## src/rtl/alu_md_pkg.sv

```systemverilog
// Shared decode constants and types for the iterative RV M-extension unit.
// The op enum mirrors funct3 so a decoded op can be cast straight from the instruction.
package alu_md_pkg;

  localparam logic [6:0] OPCODE_OP     = 7'b0110011;
  localparam logic [6:0] FUNCT7_MULDIV = 7'b0000001;

  typedef enum logic [2:0] {
    OP_MUL    = 3'b000,
    OP_MULH   = 3'b001,
    OP_MULHSU = 3'b010,
    OP_MULHU  = 3'b011,
    OP_DIV    = 3'b100,
    OP_DIVU   = 3'b101,
    OP_REM    = 3'b110,
    OP_REMU   = 3'b111
  } md_op_t;

  typedef enum logic [1:0] {
    IDLE,
    BUSY,
    DONE
  } md_state_t;

  function automatic logic op_is_div(md_op_t op);
    return op[2];
  endfunction

endpackage

```

## src/rtl/md_step.sv

```systemverilog
// One radix-2 iteration over the 2*XLEN partial state: shift-add for multiply,
// restoring trial-subtract for divide. Upper half is the accumulator / remainder.
module md_step #(
  parameter int XLEN = 32
) (
  input  logic              is_div,
  input  logic [2*XLEN-1:0] acc_in,
  input  logic [XLEN-1:0]   operand,
  output logic [2*XLEN-1:0] acc_out
);

  logic [XLEN:0] mul_sum;
  logic [XLEN:0] div_shift;
  logic [XLEN:0] div_diff;
  logic          div_ge;

  // The remainder stays below the divisor, so the top bit of the difference is a clean borrow flag
  always_comb begin
    mul_sum   = {1'b0, acc_in[2*XLEN-1:XLEN]} + (acc_in[0] ? {1'b0, operand} : '0);
    div_shift = acc_in[2*XLEN-1:XLEN-1];
    div_diff  = div_shift - {1'b0, operand};
    div_ge    = ~div_diff[XLEN];
    if (is_div) begin
      acc_out = {(div_ge ? div_diff[XLEN-1:0] : div_shift[XLEN-1:0]), acc_in[XLEN-2:0], div_ge};
    end else begin
      acc_out = {mul_sum, acc_in[XLEN-1:1]};
    end
  end

endmodule

```

## src/rtl/alu_md.sv

```systemverilog
// Iterative multiply/divide unit: magnitudes are iterated one bit per cycle in md_step,
// then signs are restored in a final cycle before the result is presented.
module alu_md
  import alu_md_pkg::*;
#(
  parameter int XLEN         = 32,
  parameter bit FAST_SPECIAL = 1'b1
) (
  input  logic            clk,
  input  logic            rst,
  input  logic            in_valid,
  output logic            in_ready,
  input  logic [XLEN-1:0] in_a,
  input  logic [XLEN-1:0] in_b,
  input  logic [31:0]     inst,
  input  logic            flush,
  output logic            out_valid,
  input  logic            out_ready,
  output logic [XLEN-1:0] result
);

  localparam int              CW      = $clog2(XLEN) + 1;
  localparam logic [CW-1:0]   STEPS   = CW'(XLEN);
  localparam logic [XLEN-1:0] MIN_NEG = {1'b1, {(XLEN-1){1'b0}}};

  md_state_t         state;
  md_op_t            op;
  md_op_t            dec_op;
  logic [CW-1:0]     count;
  logic [2*XLEN-1:0] acc;
  logic [2*XLEN-1:0] step_out;
  logic [2*XLEN-1:0] prod;
  logic [XLEN-1:0]   operand;
  logic [XLEN-1:0]   special_val;
  logic [XLEN-1:0]   dec_special_val;
  logic [XLEN-1:0]   mag_a;
  logic [XLEN-1:0]   mag_b;
  logic [XLEN-1:0]   quo;
  logic [XLEN-1:0]   rem;
  logic [XLEN-1:0]   final_val;
  logic              neg_res;
  logic              neg_rem;
  logic              special;
  logic              dec_special;
  logic              is_m;
  logic              a_neg;
  logic              b_neg;
  logic              div_zero;
  logic              div_ovf;
  logic              step_is_div;
  logic              unused_inst_bits;

  assign unused_inst_bits = ^{inst[24:15], inst[11:7]};
  assign in_ready         = (state == IDLE);
  assign out_valid        = (state == DONE);
  assign step_is_div      = op_is_div(op);

  // Decode of the request as presented; only latched when the request is accepted
  always_comb begin
    dec_op          = md_op_t'(inst[14:12]);
    is_m            = (inst[6:0] == OPCODE_OP) && (inst[31:25] == FUNCT7_MULDIV);
    a_neg           = (dec_op inside {OP_MULH, OP_MULHSU, OP_DIV, OP_REM}) && in_a[XLEN-1];
    b_neg           = (dec_op inside {OP_MULH, OP_DIV, OP_REM}) && in_b[XLEN-1];
    mag_a           = a_neg ? -in_a : in_a;
    mag_b           = b_neg ? -in_b : in_b;
    div_zero        = op_is_div(dec_op) && (in_b == '0);
    div_ovf         = (dec_op inside {OP_DIV, OP_REM}) && (in_a == MIN_NEG) && (in_b == '1);
    dec_special     = !is_m || div_zero || div_ovf;
    dec_special_val = '0;
    if (is_m && div_zero) begin
      dec_special_val = (dec_op inside {OP_DIV, OP_DIVU}) ? '1 : in_a;
    end else if (is_m && div_ovf) begin
      dec_special_val = (dec_op == OP_DIV) ? in_a : '0;
    end
  end

  // Sign fix-up: quotient and product take sa^sb, remainder follows the dividend
  always_comb begin
    prod = neg_res ? -acc : acc;
    quo  = neg_res ? -acc[XLEN-1:0] : acc[XLEN-1:0];
    rem  = neg_rem ? -acc[2*XLEN-1:XLEN] : acc[2*XLEN-1:XLEN];
    case (op)
      OP_MUL:                       final_val = prod[XLEN-1:0];
      OP_MULH, OP_MULHSU, OP_MULHU: final_val = prod[2*XLEN-1:XLEN];
      OP_DIV, OP_DIVU:              final_val = quo;
      default:                      final_val = rem;
    endcase
    if (special) begin
      final_val = special_val;
    end
  end

  md_step #(.XLEN(XLEN)) u_step (
    .is_div  (step_is_div),
    .acc_in  (acc),
    .operand (operand),
    .acc_out (step_out)
  );

  // Control FSM; the multiplier sits in the low half for MUL*, the dividend for DIV/REM
  always_ff @(posedge clk) begin
    if (rst) begin
      state       <= IDLE;
      count       <= '0;
      result      <= '0;
      acc         <= '0;
      operand     <= '0;
      op          <= OP_MUL;
      neg_res     <= 1'b0;
      neg_rem     <= 1'b0;
      special     <= 1'b0;
      special_val <= '0;
    end else if (flush) begin
      state <= IDLE;
      count <= '0;
    end else begin
      case (state)
        IDLE: begin
          if (in_valid) begin
            op          <= dec_op;
            neg_res     <= a_neg ^ b_neg;
            neg_rem     <= a_neg;
            special     <= dec_special;
            special_val <= dec_special_val;
            count       <= '0;
            state       <= BUSY;
            if (op_is_div(dec_op)) begin
              acc     <= {{XLEN{1'b0}}, mag_a};
              operand <= mag_b;
            end else begin
              acc     <= {{XLEN{1'b0}}, mag_b};
              operand <= mag_a;
            end
          end
        end
        BUSY: begin
          if ((FAST_SPECIAL && special) || (count == STEPS)) begin
            result <= final_val;
            state  <= DONE;
          end else begin
            acc   <= step_out;
            count <= count + CW'(1);
          end
        end
        DONE: begin
          if (out_ready) begin
            state <= IDLE;
          end
        end
        default: state <= IDLE;
      endcase
    end
  end

endmodule

```

## config.mk

```make
export PLATFORM = sky130hd
export DESIGN_NAME = alu_md
export DESIGN_NICKNAME = d
export VERILOG_FILES = /design/src/rtl/alu_md_pkg.sv /design/src/rtl/md_step.sv /design/src/rtl/alu_md.sv
export SDC_FILE = /design/constraint.sdc
export NUM_CORES = 1
export LEC_CHECK = 0
export BUFFER_PORTS_ARGS = -buffer_cell sky130_fd_sc_hd__buf_2
export CORE_MARGIN = 2
export CORE_UTILIZATION = 45
export DETAILED_ROUTE_END_ITERATION = 8
export MAX_ROUTING_LAYER = met4
export PLACE_DENSITY = 0.64
export SLEW_MARGIN = 20
export SYNTH_ARGS = -nofsm -noshare
export SYNTH_HDL_FRONTEND = slang
export SYNTH_SLANG_ARGS = --single-unit
```

## constraint.sdc

```tcl
create_clock -name clk -period 3.55 [get_ports clk]
set_input_delay 0.71 -clock clk [delete_from_list [all_inputs] [get_ports clk]]
set_output_delay 0.71 -clock clk [all_outputs]
set_load 0.01 [all_outputs]
```

Word level (Yosys, flattened, before mapping)

Index checks and enable logic that the tools add are counted.

Bits in registers: 174
Input bits: 101
Logic and storage cells: 96

Add/subtract/negate cells: 8
Eq/ne operators: 21
Muxes and demuxes: 26
Bitwise logic cells: 3
Reductions and logical operators: 28

Operator list:

| kind                 | count |
|---|---|
| $mux 32              | 13 |
| $mux 64              | 4 |
| $neg 32->32          | 4 |
| $pmux 64 s2          | 1 |
| $pmux 32 s3          | 1 |
| $eq 32x32->1 const B | 2 |
| $neg 64->64          | 1 |
| $add 32x33->33       | 1 |
| $sub 33x32->33       | 1 |
| $logic_not 32->1     | 1 |
| $eq 3x3->1 const B   | 5 |
| $mux 6               | 2 |
| $pmux 6 s2           | 1 |
| $reduce_and 3->1     | 4 |
| $eq 3x2->1 const B   | 3 |
| $logic_and 1x1->1    | 8 |
| $eq 7x1->1 const B   | 1 |
| $eq 7x6->1 const B   | 1 |
| $add 6x1->6 const B  | 1 |
| $eq 3x1->1 const B   | 2 |
| $eq 6x6->1 const B   | 1 |
| $mux 2               | 3 |
| $ne 2x2->1 const B   | 3 |
| $pmux 2 s3           | 1 |
| 15 further kinds     | 21 |

Logic depth before layout (Yosys ltp)

Gate-level depths: netlist (run 1).

Word-level depth: 7
Depth in mapped cells: 15
Gate-level depth less buffers: 13

Modules after synthesis

A second synthesis (run 1) with hierarchy kept.

Cells, all modules: 2288
Area, all modules: 16489.6 µm²

By module, submodules not included:

| module  | instances | cells an instance | area each (µm²) | seq. area each (µm²) |
|---|---|---|---|---|
| alu_md  | 1         | 1625              | 11898.9         | 3483.3 |
| md_step | 1         | 663               | 4590.7          | 0.0 |

Worst setup path before layout (run 1)

Ideal clock, no wire load.

Path type: input-to-reg
Start: input port in_b[21]
End: register special_val[10]
Setup time: 0.070 ns
Data arrival time: 3.337 ns
Required time: 3.480 ns
Setup slack: 0.143 ns
Cell stages on the path: 8
Path buffers: 1
Path through: or4_4 -> or4_1 -> or3_4 -> or4b_4 -> nor4b_4 -> buf_2 -> o21ai_0 -> a21oi_1

Word-level cells in the longest chain between the ends: 5

RTL lines:

| what                 | RTL line      | text |
|---|---|---|
| start, declared      | alu_md.sv:14  | `input logic [XLEN-1:0] in_b,` |
| $eq 32x32->1         | alu_md.sv:67  | `div_ovf = (dec_op inside {OP_DIV, OP_REM}) && (in_a == MIN_NEG) && (in_b == '1);` |
| $logic_and 1x1->1    | alu_md.sv:67  |  |
| $logic_and 1x1->1    | alu_md.sv:72  | `end else if (is_m && div_ovf) begin` |
| $mux 32              | alu_md.sv:72  |  |
| $mux 32 (*)          | alu_md.sv:70  | `if (is_m && div_zero) begin` |
| end signal, assigned | alu_md.sv:124 | `special_val <= dec_special_val;` |
| end, declared        | alu_md.sv:34  | `logic [XLEN-1:0] special_val;` |

Mark *: on every way between the ends. The rest lies on a longest branch, timed or not.
A chain may end at the register's enable or synchronous reset.

Final worst setup path (run 1)

Start: register operand[16]
End: register acc[33]

Word-level cells in the longest chain between the ends: 5

RTL lines:

| what                   | RTL line      | text |
|---|---|---|
| start, declared        | alu_md.sv:33  | `logic [XLEN-1:0] operand;` |
| start signal, assigned | alu_md.sv:129 | `operand <= mag_b;` |
| start signal, assigned | alu_md.sv:132 | `operand <= mag_a;` |
| $sub 33x32->33         | md_step.sv:21 | `div_diff = div_shift - {1'b0, operand};` |
| $mux 32                | md_step.sv:24 | `acc_out = {(div_ge ? div_diff[XLEN-1:0] : div_shift[XLEN-1:0]), acc_in[XLEN-2:0], div_ge};` |
| $mux 64                | md_step.sv:23 | `if (is_div) begin` |
| $mux 64                | alu_md.sv:137 | `if ((FAST_SPECIAL && special) \|\| (count == STEPS)) begin` |
| $pmux 64 s2            | alu_md.sv:117 | `case (state)` |
| end signal, assigned   | alu_md.sv:128 | `acc <= {{XLEN{1'b0}}, mag_a};` |
| end signal, assigned   | alu_md.sv:131 | `acc <= {{XLEN{1'b0}}, mag_b};` |
| end signal, assigned   | alu_md.sv:141 | `acc <= step_out;` |
| end, declared          | alu_md.sv:30  | `logic [2*XLEN-1:0] acc;` |

No other way between the ends. The select of a mux whose other input is x is not followed.

==> results of run 1 <==
-- what timing repair did --
action | 4_1_cts | 5_1_grt
endpoints found under the setup margin | 0 | 12
gates resized for setup | 0 | 4
setup buffers | 0 | 1
-- layer usage --
metal	vias up	routed length [um]
met5	-	0
met4	0	3440
met3	144	5510
met2	866	27200
met1	8367	27400
li1	8292	-
-- critical path, stage by stage, from the launching register on --
cell and delay [ps]:
dfxtp_1 340, inv_1 120, ha_1 380, nand2_1 110, or4_1 550, nor2_2 160
o211ai_1 240, a21oi_2 300, or4_1 170, nand2_1 100, buf_12 180, or3_1 310
a311oi_1 280
-- power breakdown --
part	switching, uW	internal (uW)	total [uW]
combinational	1060	617	1680
sequential	71.5	2010	2080
clock	1020	966	1980
-- sequential cells by signal, indices dropped and copies added, names as in the netlist --
| signal | cells |
|---|---|
| acc | 64 |
| operand | 32 |
| result | 32 |
| special_val | 32 |
| count | 6 |
| op | 3 |
| state | 2 |
| neg_rem | 1 |
| neg_res | 1 |
| special | 1 |
-- metrics by stage --
step,util,cells
CTS,0.524,2796
detailed placement,0.507,2764
floorplan,-,2220
global placement,0.507,2764
finish,0.525,2797
global route,0.525,2797
-- Yosys cell counts (14+ instances only) --
cell        n  area, um^2
o211ai_1   31         233
nor2_1    207         777
a22oi_1    17         128
ha_1       71         888
a211oi_1   41         308
nand2b_1   25         156
xnor2_1    84         736
or4_1      16         120
nor4_1     22         138
o22ai_1    15        93.8
a21oi_1   199         996
o31ai_1    23         173
nand3_1    36         180
nand4_1    26         163
dfxtp_1   174        3480
xor2_1     98         858
or3_1      33         206
inv_1      63         236
nand2_1   220         826
or2_2      16         100
o21ai_0   197         986
o41ai_1    18         158
o21a_1     14         105
nor2b_1    16         100
a21o_1     28         210
and2_1     20         125
a221oi_1   14         123
o221ai_1   18         158
mux2i_1    88         881
nor3_1     91         455
clkbuf_1  146         548
-- path summary, 6_finish.rpt --
| check | startpoint | to | slack [ps] |
|---|---|---|---|
| max | operand[16] | acc[33] | 190 |
| max reg2reg | operand[16] | acc[33] | 190 |
| min | result[1] | result[1] | 450 |
| min reg2reg | result[1] | result[1] | 450 |
-- area by class of cell --
type,instances,area (um^2),share of cell area
repair buffers,255,1690,0.0932
well taps,455,569,0.0313
flip-flops and latches,174,3480,0.192
multi-input cells,1818,11600,0.637
inverters,63,236,0.0130
clock buffers,17,425,0.0234
clock inverters,15,191,0.0105
-- kinds of logic after synthesis --
family                     after synthesis
xor gates and xnor gates               182
buffers and inverters                  228
AOI/OAI and AO/OA                      699
DFF                                    174
muxes                                   97
adders and majority gates               73
and+or+nand+nor                        767
==> results.yml, run 1 <==
run_status:
  status: "complete, no violations"
synth:
  ys_seq_area_frac: 0.219
  syn_avg_cell_area_um2: 7.16
  synthAdderAreaFrac: 0.0584
  syn_nets: 2394
  synth-edff-count: 0
  ys_seq_elements: 174
  synth_cell_type_count: 76
  syn_inst: 2220
  syn_area_mm2: 0.0159
  synth_top_family_by_area: "compound AO/OA/AOI/OAI gates"
  async_flop_share: 0
  yosys_warnings: 0
  synthSimpleGateAreaFrac: 0.232
  synth_compound_area_frac: 0.274
  ys_dominant_reg_cell: "dfxtp_1"
  synthMuxAreaShare: 0.0618
  yosys.area_share.xor_xnor: 0.100
clock_network:
  clockRootBuffer: "clkbuf_16"
  insertion_delay_ps: 450
  cts_tree: "built"
  cts_buffers: 17
  cts.path.max_buffers: 2
  h-tree-depth: 4
  postCtsHoldBufs: 0
  cts_sinks: 174
  clkTransAtPathRegs_ps: 80
finish:
  layout_commonest_cell: "nand2_1"
  area_growth_syn_to_layout_pct: 14.3
  antenna_cells: 0
  drive_gt1_frac: 0.142
  nFillCells: 3409
  fin_nets: 2503
  layout_common_cells: "nand2_1, nor2_1, a21oi_1"
  postLayoutCellArea_mm2: 0.0182
power_and_ir_drop:
  pwr_density_cell_mw_per_mm2: 316
  leakage_uw: 0.00727
  total_power_uw: 5740
  ir_drop_mv: 0.331
timing:
  drv_slew: 0
  slew_headroom: 0.255
  worst_slew_pin_slew_ps: 1110
  post-route-period-util: 0.946
  skew_ps: 13.7
  final.setup.tns_ps: 0
  whs_ps: 450
  finalHoldViolCount: 0
  worst_slack_ps: 192
  max_freq_mhz: 298
  finalSetupViolations: 0
  min_period_ps: 3360
place:
  placed_cell_area_mm2: 0.0175
  dp_hpwl_mm: 49.5
  gp_congestion: 1.04
  port_buffers: 119
  place_ws_ps: -105
setup_path:
  critPathKind: "register to register"
  arrival_ps: 3710
  crit_path_max_fanout: 14
  required_ps: 3900
  end_kind: "register"
  critPathLaunchType: "register"
  rr_worst_depth: 12
global_route:
  antenna_found_initial: 0
  use_met3: 0.0468
  grt_max_degree: 131
  grt_use_total: 0.350
  use_met2: 0.520
  busiest_layer: "met2"
  grt_pass1_vias: 15918
  grt-ovfl-total: 0
  grt_pass1_wl_mm: 94.8
  grtUsageMet1: 0.468
min_path:
  hold_path_depth: 2
  min_path_type: "register to register"
floorplanning:
  die_h_um: 192
  die_w_um: 192
  num_rows: 68
  start_util: 0.459
  ios: 135
  core_mm2: 0.0346
  fp.dieArea_mm2: 0.0369
route:
  routed_wl_mm: 63.6
  wl_per_cell_um: 22.7
  post-route-drc-count: 0
  drtIter0Drc: 1967
  antenna_violating_nets_post_route: 0
  firstDrtPassIters: 6
  viasPerCell: 6.32
  vias: 17669
run:
  max-cap-violations: 0
Note: power is estimated with default switching activity, not from simulation.
==> inputs of run 2 (changes only) <==
- clock period: 3.55 -> 3 ns (I/O delays scaled with it)
==> results.yml, run 2 (synthesis results as in run 1) <==
run_status:
  status: "complete, but fails checks"
  violations: "negative setup slack"
global_route:
  grt_pass1_vias: 17132
  grt_pass1_wl_mm: 105
  grt_max_degree: 110
  grt_use_total: 0.389
  grt-ovfl-total: 0
  antenna_found_initial: 0
setup_path:
  critPathLaunchType: "input port"
  arrival_ps: 3470
  cp_num_buf_inv: 3
  end_kind: "register"
  critPathKind: "input port to register"
  required_ps: 3380
  crit_path_max_fanout: 8
  cpPeakStageDelay_ps: 570
  crit_chain: "buf_6 -> or4_4 -> or4_4 -> or3_4 -> or4b_4 -> nor4b_4 -> buf_6 -> buf_8 -> o21ai_1 -> a21oi_1"
  slowest_stage: "or4b_4"
  critical_path.top_delay_family: "simple AND/OR/NAND/NOR gates"
place:
  dp_hpwl_mm: 55.1
  dp_cells: 3019
  gp_congestion: 1.02
  port_buffers: 119
clock_network:
  clockRootBuffer: "clkbuf_16"
  postCtsHoldBufs: 0
  cts_sinks: 174
  clkTransAtPathRegs_ps: 70
  insertion_delay_ps: 470
  cts_tree: "built"
  cts_buffers: 17
  cts.path.max_buffers: 2
  h-tree-depth: 4
finish:
  seqCellArea_mm2: 0.00350
  fin_nets: 2777
  largest_register_ffs: 64
  layout_commonest_cell: "buf_4"
  drive_gt1_frac: 0.282
  multi_input_area_mm2: 0.0123
  nFillCells: 3233
  antenna_cells: 0
  utilization: 0.612
  max_flop_register: "acc"
  layout_common_cells: "buf_4, nand2_1, nor2_1"
  area_growth_syn_to_layout_pct: 33.2
  fin_cells: 3071
route:
  post-route-drc-count: 0
  firstDrtPassIters: 7
  viasPerCell: 6.09
  routed_wl_mm: 71.2
  drtIter0Drc: 1975
  antenna_violating_nets_post_route: 0
  wl_per_cell_um: 23.2
  vias: 18716
floorplanning:
  die_h_um: 192
  start_util: 0.459
  fp.dieArea_mm2: 0.0369
  die_w_um: 192
  ios: 135
  num_rows: 68
  core_mm2: 0.0346
run:
  max-cap-violations: 0
timing:
  max_freq_mhz: 323
  slew_headroom: 0.448
  post-route-period-util: 1.03
  worst_slack_ps: -91.9
  finalSetupViolations: 40
  min_period_ps: 3090
  grt_setup_unrepaired: "true"
  worst_slew_pin_slew_ps: 827
  drv_slew: 0
  finalHoldViolCount: 0
  skew_ps: 18.5
power_and_ir_drop:
  leakage_uw: 0.00879
  ir_drop_mv: 0.441
  pwr_density_cell_mw_per_mm2: 351
min_path:
  min_path_type: "register to register"
[run 2: cell types whose count changed in the layout (fill, tap and decap cells not counted), sizes merged]
cell	previous run	this run
buf	255	524
clkbuf	17	22
bufinv	0	4
inv	71	70
clkinv	7	4
[run 2: through the flow]
step | TNS, ps | total power, uW | hold slack, ps | setup slack (ps) | area (um^2)
finish | -1290 | 7440 | 450 | -91.9 | 21200
CTS | -193 | 7290 | 451 | -35.4 | 20300
global route | -5640 | 7700 | 465 | -187 | 21200
global placement | -17660 | 4690 | 436 | -376 | 19500
floorplan | -5840 | 3700 | 428 | -195 | 16000
detailed placement | -20050 | 4710 | 441 | -427 | 19500
[run 2: worst min-delay path, stage by stage, from the launching register on]
cell and delay (ps):
dfxtp_1 310, nand2_1 50, a21oi_1 50
[run 2: report_power, final]
group          switching (uW)  total, uW  internal, uW
logic                    1410       2410          1000
clock network            1160       2590          1430
registers                56.3       2440          2380
[run 2: cell type report]
class / instances / share of cell area
clock buffer: 17 / 0.0201
multi-input combinational: 1818 / 0.582
sequential: 174 / 0.165
timing repair buffer: 529 / 0.184
inverter: 63 / 0.0115
tap: 455 / 0.0269
clock inverter: 15 / 0.0108
[run 2: worst paths after layout]
path	from	depth (start not counted)	endpoint	slack, ps
min reg2reg	result[16]	2	result[16]	450
max	in_b[21]	10	special_val[29]	-90
max reg2reg	operand[17]	14	acc[45]	-50
min	result[16]	2	result[16]	450
[run 2: timing repair]
| item | CTS | global route |
|---|---|---|
| setup buffers | 3 | 11 |
| resized for setup | 53 | 181 |
| setup endpoints to repair | 42 | 78 |
| pin swaps | 18 | 65 |
| cloned | 1 | 6 |
[run 2: routing by layer]
layer / share of wire / GRT usage
met3: 0.080 / 0.0612
met2: 0.44 / 0.580
met1: 0.43 / 0.509
met5: 0 / -
met4: 0.055 / 0.199
